--- config.mk ---
export PLATFORM = sky130hd
export DESIGN_NAME = cordic_adder
export DESIGN_NICKNAME = d
export VERILOG_FILES = /design/src/rtl/cordic_pkg.sv /design/src/rtl/full_adder.sv /design/src/rtl/cordic_adder.sv
export SDC_FILE = /design/constraint.sdc
export NUM_CORES = 1
export LEC_CHECK = 0
export ABC_AREA = 1
export CAP_MARGIN = 10
export CORE_MARGIN = 10
export CORE_UTILIZATION = 35
export CTS_CLUSTER_SIZE = 30
export DETAILED_ROUTE_END_ITERATION = 6
export PLACE_DENSITY = 0.78
export REMOVE_ABC_BUFFERS = 1
export SYNTH_ARGS = -nofsm -noshare
export SYNTH_HDL_FRONTEND = slang
export SYNTH_SLANG_ARGS = --single-unit
export TNS_END_PERCENT = 20
--- constraint.sdc ---
create_clock -name clk -period 15.9 [get_ports clk]
set_clock_uncertainty 0.1 [all_clocks]
set_input_delay 1.59 -clock clk [delete_from_list [all_inputs] [get_ports clk]]
set_output_delay 1.59 -clock clk [all_outputs]
set_load 0.03 [all_outputs]
--- src/rtl/cordic_pkg.sv ---
// Shared constants for the CORDIC datapath blocks.
// Latency: n/a (constants only).
// Backpressure: n/a.
package cordic_pkg;

   // Default datapath width used by the x/y/z update adders.
   localparam int CORDIC_W     = 16;
   // Widest adder the datapath is expected to instantiate.
   localparam int CORDIC_MAX_W = 64;

endpackage : cordic_pkg

--- src/rtl/full_adder.sv ---
// One-bit full-adder cell, the building block of the ripple-carry core.
// Latency: purely combinational.
// Backpressure: none.
// Ports: a, b, cin -> s (sum bit), cout (carry to the next cell).
module full_adder (
   input  logic a,
   input  logic b,
   input  logic cin,
   output logic s,
   output logic cout
);

   logic w_p;

   // Propagate term is shared by the sum and the carry equations.
   assign w_p  = a ^ b;
   assign s    = w_p ^ cin;
   assign cout = (a & b) | (cin & w_p);

endmodule : full_adder

--- src/rtl/cordic_adder.sv ---
// N-bit ripple-carry adder with carry-in/out and registered result for the CORDIC datapath.
// Latency: 1 cycle from in_valid to out_valid; one operation per cycle, no bubbles.
// Backpressure: none; the consumer must take the result whenever out_valid is high.
// Ports: clk, rst (sync, active-high), in_valid, a, b, cin -> s, cout, out_valid
//        (plus ovf, signed overflow, when CORDIC_ADDER_OVF_EN is defined).
// N is expected to lie in 2..CORDIC_MAX_W.
module cordic_adder
   import cordic_pkg::*;
#(
   parameter int N = CORDIC_W
) (
   input  logic         clk,
   input  logic         rst,
   input  logic         in_valid,
   input  logic [N-1:0] a,
   input  logic [N-1:0] b,
   input  logic         cin,
   output logic [N-1:0] s,
   output logic         cout,
`ifdef CORDIC_ADDER_OVF_EN
   output logic         ovf,
`endif
   output logic         out_valid
);

   logic [N-1:0] w_sum;
   // w_carry[i] is the carry into cell i; w_carry[N] is the final carry-out.
   logic [N:0]   w_carry;

   logic [N-1:0] r_s;
   logic         r_cout;
   logic         r_vld;

   assign w_carry[0] = cin;

   for (genvar i = 0; i < N; i++) begin : g_fa
      full_adder u_fa (
         .a    (a[i]),
         .b    (b[i]),
         .cin  (w_carry[i]),
         .s    (w_sum[i]),
         .cout (w_carry[i+1])
      );
   end

   // Reset wins over a same-cycle valid, so that operation is dropped.
   // Without a valid input the result holds and only the strobe drops.
   always_ff @(posedge clk) begin
      if (rst) begin
         r_s    <= '0;
         r_cout <= 1'b0;
         r_vld  <= 1'b0;
      end else begin
         r_vld <= in_valid;
         if (in_valid) begin
            r_s    <= w_sum;
            r_cout <= w_carry[N];
         end
      end
   end

`ifdef CORDIC_ADDER_OVF_EN
   logic r_ovf;

   // Signed overflow: carry into the MSB differs from carry out of it.
   always_ff @(posedge clk) begin
      if (rst) begin
         r_ovf <= 1'b0;
      end else if (in_valid) begin
         r_ovf <= w_carry[N-1] ^ w_carry[N];
      end
   end

   assign ovf = r_ovf;
`endif

   assign s         = r_s;
   assign cout      = r_cout;
   assign out_valid = r_vld;

endmodule : cordic_adder

==> summary.md <==
| Metric | Value |
|---|---|
| Aggregate negative setup slack | `0 ps` |
| Worst slew margin | `0.7383` |
| Share of power burned in registers | `0.388` |
| Library cell occupying the most area in the post-synthesis netlist | `sky130_fd_sc_hd__dfxtp_1` |
| Root buffer cell | `sky130_fd_sc_hd__clkbuf_4` |
| Number of buffers on the longest clock path | `2` |
| RSZ-0062 raised after global routing | `no` |
| TritonCTS clock tree | `yes` |
| Post-route fraction of the period consumed by the critical path | `0.5282` |
| Post-layout min period | `8398 ps` |
| Post-Syn Instances | `131` |
| Worst path bufs/invs | `4` |
| Htree depth | `1` |
| Number of top-level design ports | `54` |
| Standby leakage power | `0.7800 nW` |
| Standard cell with the maximum stage delay on the critical path | `sky130_fd_sc_hd__fa_1` |
| Num rows | `20` |
| Source-to-sink clock delay at the later pin of the worst-skew pair | `290 ps` |
| Setup crit start kind | `input pin` |
| Detailed Place HPWL | `2363 um` |
| Final WL | `2786 um` |
| Ordered list of cells on the worst path | `clkdlybuf4s50_1, fa_1, fa_1, fa_1, fa_1, fa_1, fa_1, fa_1, fa_1, fa_1, inv_1, fa_1, inv_1, fa_1, fa_1, fa_1, fa_1, fa_1, inv_1, fa_1, nand2_1, nand2_1, nor2_2` |
| Arr. time, crit path | `8530 ps` |
| Layer carrying the most global-route usage | `met2` |
| Distinct cells, synth | `10` |
| Number of global-route vias before repair | `1018` |
| X dimension of the die | `77.85 um` |
| First-pass GRT wire length | `4733 um` |
| Clock Power Share | `0.211` |
| Mapped Area | `1171 um^2` |
| Count of warnings emitted by yosys | `0` |
| Highest clock rate | `119.1 MHz` |
| Detailed Routing Iterations Pass 1 | `4` |
| Delay of the slowest cell on the worst path | `450 ps` |
| Fraction of synthesized cell area taken by the top area cell type | `0.3077` |
| Proportion of layout cells with a drive suffix above 1 | `0.2011` |
| Final number of hold-violating endpoints | `0` |
| Remaining routing DRC violations | `0` |
| GR met3 Demand/Resource | `0.04032` |
| Total clock sinks | `18` |
| EDFF count, synth | `0` |
| Hold bufs inserted after CTS | `0` |
| Largest net degree at the start of global routing | `36` |
| Core area | `3128 um^2` |
| Antenna-violating nets left | `0` |
| Power Total | `0.1326 mW` |
| Combinational power share | `0.401` |
| Cell type with the highest occurrence count on the critical path | `sky130_fd_sc_hd__fa_1` |
| Diodes inserted | `0` |
| Net total in the final layout | `237` |
| Routed wire per std cell | `12.22 um` |
| Quantity of gates resized following cts | `0` |
| Internal Dissipation | `0.08854 mW` |
| Endpoint kind of the worst setup timing path | `register` |
| Switching power as a share of total power | `0.3322` |
| Synth-to-layout area growth | `48.18%` |
| Required time worst endpoint | `16040 ps` |
| Most used flip-flop cell after synthesis | `sky130_fd_sc_hd__dfxtp_1` |
| Kind of cell adding the most delay to the critical path | `adder cells` |
| Fraction of registers with async set/reset | `0` |
| Final max-slew violation count | `0` |
| Clock-pin transition on the worst setup and hold timing paths | `100 ps` |
| Initial Utilization | `0.3744` |
| Start-to-end type of the worst setup path | `in2reg` |
| Total CTS buffers | `3` |
| Number of DRC violations after detailed-routing iteration 0 | `23` |
| Max-capacitance violation count | `0` |
| Maximum net fanout on the critical path | `1` |
| Met2 track demand over resource in global routing | `0.1667` |
| Via count | `939` |
| Psw | `0.04405 mW` |
| Worst hold path type | `reg2reg` |
| Yosys reg bits | `18` |
| Global-route congestion overflow total | `0` |
| Post-CTS Setup Inserts | `0` |
| Top cells by area, synth | `sky130_fd_sc_hd__dfxtp_1 31%, sky130_fd_sc_hd__fa_1 27%, sky130_fd_sc_hd__nand2_2 11%` |
| Port buffer count | `53` |
| Routability cong. | `0.6839` |
| Die Area | `6060 um^2` |
| Worst IR drop on VDD | `0.00002513 V` |
| Vias per Instance | `4.118` |
| Most frequently used cell type in the post-synthesis netlist | `sky130_fd_sc_hd__nor2_1` |
| Status | `finished, final reports clean` |
| Global routing usage on met1 | `0.1009` |
| Share of synthesized area occupied by flip-flops and latches | `0.3077` |
| Slew at the pin closest to its max-slew limit | `392.6 ps` |
| Final count of negative-setup-slack endpoints | `0` |
| Leading post-synthesis cells by instance count | `24 x sky130_fd_sc_hd__nor2_1, 22 x sky130_fd_sc_hd__inv_1, 20 x sky130_fd_sc_hd__nand2_2` |
| Antenna violations before repair | `0` |
| Die height | `77.85 um` |
| Overall Global Routing Usage | `0.09483` |
| Average instance area after synthesis | `8.940 um^2` |
| Pwr dens | `76.40 nW/um^2` |
## registers in the layout, summed over array words and instances, names as in the netlist
name / cells
s: 16
out_valid: 1
cout: 1
## logic make-up (layout without fill, tap and decap cells)
group / count (synthesis) / count (layout) / share of synthesized area
and+or+nand+nor: 69 / 69 / 0.2874
adders and majority gates: 16 / 16 / 0.2735
DFF: 18 / 18 / 0.3077
buffers and inverters: 28 / 81 / 0.1314
## layout make-up
type | count | area, um^2
inverters | 23 | 88.84
flip-flops and latches | 18 | 360.3
fillers | 286 | 1393
clock buffers | 4 | 36.28
well taps | 44 | 55.05
repair buffers | 54 | 538.0
multi-input cells | 85 | 656.9
## power groups by stage
| stage | Sequential (mW) | Combinational (mW) | Clock, mW |
|---|---|---|---|
| 6_report | 0.0515 | 0.0531 | 0.0280 |
| 5_1_grt | 0.0521 | 0.0595 | 0.0311 |
| 4_1_cts | 0.0516 | 0.0542 | 0.0298 |
| 3_5_place_dp | 0.0526 | 0.0539 | 0 |
| 3_3_place_gp | 0.0524 | 0.0519 | 0 |
| 2_1_floorplan | 0.0611 | 0.0205 | 0 |
## per-layer routing
metal / vias to the layer above / wire length (um)
met1: 432 / 1104
met3: 2 / 288
li1: 470 / -
met2: 35 / 1384
met4: 0 / 8
met5: - / 0
## worst min-delay path, cell delays in order, from the launching register on
cell and delay (ps):
sky130_fd_sc_hd__dfxtp_1 320, sky130_fd_sc_hd__nor2_1 80, sky130_fd_sc_hd__nor2_1 50
## layout by cell type, fill, tap and decap left out
cell type,count
sky130_fd_sc_hd__clkdlybuf4s50_1,53
sky130_fd_sc_hd__nor2_1,24
sky130_fd_sc_hd__inv_1,22
sky130_fd_sc_hd__nand2_2,20
sky130_fd_sc_hd__dfxtp_1,18
sky130_fd_sc_hd__fa_1,16
sky130_fd_sc_hd__nand2_1,14
sky130_fd_sc_hd__nor2_2,11
sky130_fd_sc_hd__clkbuf_4,3
sky130_fd_sc_hd__inv_4,1
sky130_fd_sc_hd__clkbuf_8,1
sky130_fd_sc_hd__buf_4,1
## stage by stage
stage	setup slack [ps]	util	cell area, um^2	cells	hold WS, ps
floorplan	7954	-	1106	126	492.7
global placement	7352	0.5432	1699	224	356.5
detailed placement	7144	0.5432	1699	224	365.6
CTS	7457	0.5548	1735	228	381.6
global route	7165	0.5548	1735	228	400.2
finish	7502	0.5548	1735	228	379.6
## path summary, 6_finish.rpt
check | startpoint | to | slack (ps) | cells after the start
hold reg to reg | s[11]$_SDFFE_PP0P_ | s[11]$_SDFFE_PP0P_ | 380 | 2
hold / removal | s[11]$_SDFFE_PP0P_ | s[11]$_SDFFE_PP0P_ | 380 | 2
setup reg to reg | s[4]$_SDFFE_PP0P_ | s[4]$_SDFFE_PP0P_ | 15210 | 2
setup / recovery | a[0] | s[15]$_SDFFE_PP0P_ | 7500 | 23
Power figures use the tool's default switching activity.
